$ cat config.mk
export PLATFORM = sky130hd
export DESIGN_NAME = sseg_2hex_capture_flat
export DESIGN_NICKNAME = d
export VERILOG_FILES = /design/src/rtl/sseg_2hex_capture_pkg.sv /design/src/rtl/sseg_2hex_capture_if.sv /design/src/rtl/sseg_2hex_capture_decode.sv /design/src/rtl/sseg_2hex_capture.sv /design/src/flat_wrapper.sv
export SDC_FILE = /design/constraint.sdc
export NUM_CORES = 1
export LEC_CHECK = 0
export CAP_MARGIN = 40
export CORE_ASPECT_RATIO = 0.7
export CORE_UTILIZATION = 59
export DETAILED_ROUTE_END_ITERATION = 10
export PLACE_DENSITY = 0.83
export REMOVE_ABC_BUFFERS = 1
export SYNTH_ARGS = -nofsm -noshare
export SYNTH_HDL_FRONTEND = slang
export SYNTH_SLANG_ARGS = --single-unit
$ cat constraint.sdc
create_clock -name clk -period 5.5 [get_ports clk]
set_input_delay 1.1 -clock clk [delete_from_list [all_inputs] [get_ports clk]]
set_output_delay 1.1 -clock clk [all_outputs]
set_load 0.02 [all_outputs]
$ cat src/rtl/sseg_2hex_capture_pkg.sv
// sseg_pkg: shared definitions for seven-segment capture/checking logic.
//   SSEG_GLYPH  : 16 hex glyphs, gfedcba order, active-high (index = nibble)
//   SSEG_BLANK  : all-segments-off pattern on the active-low pins
//   sseg_state_e: capture FSM states
//   sseg_dec_t  : decoded pattern {legal, blank, nibble}
package sseg_pkg;

  localparam logic [6:0] SSEG_GLYPH [16] = '{
    7'h3F, 7'h06, 7'h5B, 7'h4F, 7'h66, 7'h6D, 7'h7D, 7'h07,
    7'h7F, 7'h6F, 7'h77, 7'h7C, 7'h39, 7'h5E, 7'h79, 7'h71
  };

  localparam logic [6:0] SSEG_BLANK = 7'h7F;

  typedef enum logic [1:0] {
    IDLE   = 2'd0,
    TRACK  = 2'd1,
    LOCKED = 2'd2
  } sseg_state_e;

  typedef struct packed {
    logic       legal;
    logic       blank;
    logic [3:0] nibble;
  } sseg_dec_t;

endpackage

$ cat src/rtl/sseg_2hex_capture_if.sv
// sseg_2hex_capture_if: display pins plus recovered-digit outputs.
//   SEG[6:0]      : segment lines, active-low, bit0=a .. bit6=g
//   AN[1:0]       : digit anodes, active-low (AN[0] = digit 0)
//   HEX[7:0]      : recovered digits, HEX[3:0] = digit 0
//   DIG_VALID[1:0]: last capture per digit was a legal glyph
//   ERR[1:0]      : last capture per digit was neither glyph nor blank
//   UPDATE        : one-cycle pulse when any output field changes
// master = display driver / bench side, slave = capture block.
interface sseg_2hex_capture_if;
  logic [6:0] SEG;
  logic [1:0] AN;
  logic [7:0] HEX;
  logic [1:0] DIG_VALID;
  logic [1:0] ERR;
  logic       UPDATE;

  modport master (output SEG, AN, input HEX, DIG_VALID, ERR, UPDATE);
  modport slave  (input SEG, AN, output HEX, DIG_VALID, ERR, UPDATE);
endinterface

$ cat src/rtl/sseg_2hex_capture_decode.sv
// sseg_pattern_decode: combinational decode of one active-low segment pattern.
//   i_seg[6:0] : active-low segment lines (bit0=a .. bit6=g)
//   o_dec      : {legal, blank, nibble}; nibble is 0 unless legal
module sseg_pattern_decode
  import sseg_pkg::*;
(
  input  logic [6:0] i_seg,
  output sseg_dec_t  o_dec
);

  logic [6:0] w_pat;
  sseg_dec_t  w_dec;

  always_comb begin
    w_dec = '0;
    w_pat = ~i_seg;
    // Glyphs are unique, so at most one entry matches.
    for (int i = 0; i < 16; i++) begin
      if (w_pat == SSEG_GLYPH[i]) begin
        w_dec.legal  = 1'b1;
        w_dec.nibble = 4'(i);
      end
    end
    w_dec.blank = (i_seg == SSEG_BLANK);
  end

  assign o_dec = w_dec;

endmodule

$ cat src/rtl/sseg_2hex_capture.sv
// sseg_2hex_capture: recovers two hex digits from a multiplexed 7-seg display.
//   clk : system clock, rising edge
//   rst : asynchronous active-high reset
//   bus : slave side of sseg_2hex_capture_if (SEG/AN in, HEX/DIG_VALID/ERR/UPDATE out)
// A digit is captured once SEG/AN have been identical for STABLE_CYCLES
// consecutive samples with exactly one anode active.
module sseg_2hex_capture
  import sseg_pkg::*;
#(
  parameter int STABLE_CYCLES = 4
) (
  input logic                clk,
  input logic                rst,
  sseg_2hex_capture_if.slave bus
);

  localparam int CNT_W = $clog2(STABLE_CYCLES + 1);
  localparam logic [CNT_W-1:0] CNT_MAX = CNT_W'(STABLE_CYCLES);
  localparam logic [CNT_W-1:0] CNT_ONE = CNT_W'(1);

  logic [6:0]       r_seg;
  logic [1:0]       r_an;
  logic [CNT_W-1:0] r_cnt;
  sseg_state_e      r_state;

  logic [7:0] r_hex;
  logic [1:0] r_valid;
  logic [1:0] r_err;
  logic       r_update;

  sseg_state_e      w_state_nxt;
  logic [CNT_W-1:0] w_cnt_nxt;
  logic             w_capture;
  logic             w_an_legal;
  logic             w_same;

  sseg_dec_t  w_dec;
  logic       w_dig;
  logic [3:0] w_nib_old;
  logic [3:0] w_nib_new;
  logic       w_val_new;
  logic       w_err_new;
  logic       w_changed;

  assign w_an_legal = (bus.AN == 2'b10) || (bus.AN == 2'b01);
  assign w_same     = (bus.SEG == r_seg) && (bus.AN == r_an);

  // Input sample stage
  always_ff @(posedge clk or posedge rst) begin
    if (rst) begin
      r_seg <= SSEG_BLANK;
      r_an  <= 2'b11;
    end else begin
      r_seg <= bus.SEG;
      r_an  <= bus.AN;
    end
  end

  // FSM / stability counter state
  always_ff @(posedge clk or posedge rst) begin
    if (rst) begin
      r_state <= IDLE;
      r_cnt   <= '0;
    end else begin
      r_state <= w_state_nxt;
      r_cnt   <= w_cnt_nxt;
    end
  end

  // Next-state decisions use the raw pins so the new sample, the count and
  // the state all line up after the same edge.
  always_comb begin
    w_state_nxt = r_state;
    w_cnt_nxt   = r_cnt;
    w_capture   = 1'b0;
    if (!w_an_legal) begin
      w_state_nxt = IDLE;
      w_cnt_nxt   = '0;
    end else if (!w_same) begin
      w_state_nxt = TRACK;
      w_cnt_nxt   = '0;
    end else begin
      case (r_state)
        TRACK: begin
          if (r_cnt == CNT_MAX - CNT_ONE) begin
            w_cnt_nxt   = CNT_MAX;
            w_state_nxt = LOCKED;
            w_capture   = 1'b1;
          end else begin
            w_cnt_nxt = r_cnt + CNT_ONE;
          end
        end
        LOCKED: begin
          w_state_nxt = LOCKED;
        end
        default: begin
          // Stable legal anode while IDLE cannot follow from the sample
          // register; restart tracking if it ever does.
          w_state_nxt = TRACK;
          w_cnt_nxt   = '0;
        end
      endcase
    end
  end

  sseg_pattern_decode u_decode (
    .i_seg (r_seg),
    .o_dec (w_dec)
  );

  // AN[1] low selects digit 1; only ever evaluated with a legal anode.
  assign w_dig     = (r_an == 2'b01);
  assign w_nib_old = w_dig ? r_hex[7:4] : r_hex[3:0];
  assign w_nib_new = w_dec.legal ? w_dec.nibble : w_nib_old;
  assign w_val_new = w_dec.legal;
  assign w_err_new = !w_dec.legal && !w_dec.blank;
  assign w_changed = (w_nib_new != w_nib_old) ||
                     (w_val_new != r_valid[w_dig]) ||
                     (w_err_new != r_err[w_dig]);

  // Output stage
  always_ff @(posedge clk or posedge rst) begin
    if (rst) begin
      r_hex    <= 8'h00;
      r_valid  <= 2'b00;
      r_err    <= 2'b00;
      r_update <= 1'b0;
    end else begin
      r_update <= w_capture && w_changed;
      if (w_capture) begin
        if (w_dig) r_hex[7:4] <= w_nib_new;
        else       r_hex[3:0] <= w_nib_new;
        r_valid[w_dig] <= w_val_new;
        r_err[w_dig]   <= w_err_new;
      end
    end
  end

  assign bus.HEX       = r_hex;
  assign bus.DIG_VALID = r_valid;
  assign bus.ERR       = r_err;
  assign bus.UPDATE    = r_update;

endmodule

$ cat src/flat_wrapper.sv
// flat-port wrapper written by rule: the top's interface ports become plain ports
module sseg_2hex_capture_flat import sseg_pkg::*;
#(
  parameter int STABLE_CYCLES = 4
)
  (clk, rst, bus_SEG, bus_AN, bus_HEX, bus_DIG_VALID, bus_ERR, bus_UPDATE);
  sseg_2hex_capture_if bus_i ();
  input logic clk;
  input logic rst;
  input wire logic [$bits(bus_i.SEG)-1:0] bus_SEG;
  input wire logic [$bits(bus_i.AN)-1:0] bus_AN;
  output wire logic [$bits(bus_i.HEX)-1:0] bus_HEX;
  output wire logic [$bits(bus_i.DIG_VALID)-1:0] bus_DIG_VALID;
  output wire logic [$bits(bus_i.ERR)-1:0] bus_ERR;
  output wire logic [$bits(bus_i.UPDATE)-1:0] bus_UPDATE;
  assign bus_i.SEG = bus_SEG;
  assign bus_i.AN = bus_AN;
  assign bus_HEX = bus_i.HEX;
  assign bus_DIG_VALID = bus_i.DIG_VALID;
  assign bus_ERR = bus_i.ERR;
  assign bus_UPDATE = bus_i.UPDATE;
  sseg_2hex_capture #(.STABLE_CYCLES(STABLE_CYCLES)) u_core (.clk(clk), .rst(rst), .bus(bus_i));
endmodule
==> metrics.cfg <==
[clocking]
cts_resized = 0
cts.sinks = 27
cts_setup_buffers = 0
cts_made_buffers = 3
clockRootBuffer = clkbuf_8
htreeDepth = 1
cts_tree = yes
path_clk_slew_ns = 0.09
insertion_delay_ns = 0.28
ctsLongestPathBuffers = 2
cts_hold_buf = 0

[routing]
ant_nets = 0
routedWlPerCell_um = 16.2
drtIter0Drc = 73
viasPerCell = 6.07
wl_mm = 4.04
drc = 0
drtPass1Iterations = 5
vias = 1517

[placed_design]
io_buffers = 23
dpl_cell_area_um2 = 2090
dpl.hpwl_mm = 3.12
gp_congestion = 0.881

[critical_path]
crit_type = primary input to flip-flop
cp_data_required_time_ns = 5.67
path_max_fanout = 5
startpoint_type = primary input
r2r_cells = 6
arrival_ns = 3.26
crit_path_end_kind = flip-flop

[synth]
synth_cell_types = 60
synth_top_area_share_pct = 23.8
synth_cells = 197
synthTopCellsByCount = nand2_1 (21), dfrtp_1 (18), nor2_1 (15)
ys_seq_area_share_pct = 36.4
synth-edff-count = 0
yosysWarnings = 0
ys_ff_latch = 27
yosysMostFrequentCell = nand2_1
synth_top_cell_by_area = dfrtp_1
synthArstFlopShare_pct = 100
synth.avg_cell_area_um2 = 9.59
syn_area_um2 = 1890
synth_ff_type = dfrtp_1
synth_area_leaders = dfrtp_1 (24%), dfstp_2 (13%), xnor2_1 (4.6%)

[global_routing]
grt.overflow.total = 0
grt_pass1_wl_mm = 6.87
first_global_vias = 1452
grt_max_degree = 22
grt_util_all_layers_pct = 25.5
antenna_found_initial = 0

[sta]
tightest_slew_ns = 0.673
relSlewSlack_pct = 55.0
fin_skew_ns = 0.00432
fin_crit_ns = 3.09
fin_crit_sh_pct = 56.1
setup_viol = 0
hold_violations = 0
fmax_ghz = 0.324
fin_tns_setup_ns = 0
rsz0062_at_grt = no
drv_slew = 0

[worst_hold_path]
whs_path_depth = 2
hp-class = flip-flop to flip-flop

[floorplanning]
rows = 16
die-area_um2 = 3440
core_area_um2 = 2920
die_h_um = 49.3
io_pins = 24
start_util_pct = 64.6
die_w_um = 69.6

[cells_and_area]
design.final.nets = 230
drive_gt1_share_pct = 16.4
fin_area_um2 = 2130
syn2layout_area_growth_pct = 13.0
diodes = 0

[pwr]
p_per_area_nw_per_um2 = 183
power_leakage_nw = 0.881
max-vdd-ir-drop_mv = 0.125

[outcome]
status = complete, no violations

[job]
drv_cap = 0

-- logic make-up (layout without fill, tap and decap cells) --
logic type | count (synthesis) | in the layout | synth area share (%)
xor gates and xnor gates | 12 | 12 | 5.56
muxes | 10 | 10 | 5.63
AOI/OAI and AO/OA | 42 | 42 | 16.7
and+or+nand+nor | 84 | 84 | 26.8
DFF | 27 | 27 | 36.4
buffers and inverters | 18 | 35 | 6.36
adders and majority gates | 4 | 4 | 2.65
-- power by group --
part           internal [mW]  leakage [nW]  switching (mW)
logic                 0.0280         0.515          0.0285
clock network         0.0515        0.0217          0.0635
registers              0.206         0.344          0.0137
-- area by class of cell --
| type | count | area (um^2) |
|---|---|---|
| repair buffers | 24 | 245 |
| well taps | 36 | 45.0 |
| multi-input cells | 152 | 1080 |
| fillers | 201 | 788 |
| clock inverters | 1 | 7.51 |
| flip-flops and latches | 27 | 687 |
| inverters | 7 | 26.3 |
| clock buffers | 3 | 41.3 |
-- worst max-delay path, stage by stage --
cell             delay [ns]
clkdlybuf4s50_1        0.54
xnor2_1                0.16
nand4_1                0.18
or4_4                  0.49
or2_4                  0.31
nor2_4                 0.14
mux2_2                 0.35
-- worst paths after layout --
kind	end	from	slack, ns
min in group asynchronous	u_core.bus.ERR[1]	rst	1.17
hold reg to reg	u_core.bus.HEX[7]	u_core.bus.HEX[7]	0.51
hold / removal	u_core.bus.HEX[7]	u_core.bus.HEX[7]	0.51
max in group asynchronous	u_core.r_seg[2]	rst	3.76
setup reg to reg	u_core.bus.HEX[5]	u_core.r_seg[6]	3.01
setup / recovery	u_core.bus.HEX[5]	bus_AN[0]	2.41
-- cells in the final DEF (no fill, tap or decap), types with 3 or more instances in the layout --
master / instances
a21oi_1: 8
a2bb2oi_1: 3
clkbuf_8: 3
clkdlybuf4s50_1: 23
dfrtp_1: 18
dfstp_2: 9
ha_1: 4
inv_1: 7
mux2_2: 4
mux2i_1: 5
nand2_1: 21
nand2b_1: 6
nand3_1: 3
nor2_1: 15
nor2b_1: 3
nor3_1: 6
nor3b_1: 6
o21a_1: 3
o21ai_0: 3
o21ai_1: 3
xnor2_1: 10
-- metal layers --
metal	vias up	global-route usage, %	part of all wire (%)
met1	724	36.6	48
met3	3	5.58	5.0
met2	46	40.8	46
met5	-	0	0
met4	0	3.33	0.27
li1	744	-	-
-- sequential cells by signal, summed over array words and instances (netlist names) --
register	cells
u_core.bus.DIG_VALID	2
u_core.bus.ERR	2
u_core.bus.HEX	8
u_core.bus.UPDATE	1
u_core.r_an	2
u_core.r_cnt	3
u_core.r_seg	7
u_core.r_state	2
-- through the flow --
step	worst slack (ns)	std cells	hold WS, ns	total power [mW]	util, %
after global routing	2.37	250	0.540	0.413	73.0
after global placement	2.18	245	0.492	0.274	70.8
after floorplan	2.81	186	0.483	0.257	-
after CTS	2.44	250	0.520	0.396	73.0
final	2.41	250	0.510	0.391	73.0
after detailed placement	2.14	246	0.493	0.279	71.4
No activity file was read; power rests on OpenSTA's default activity.
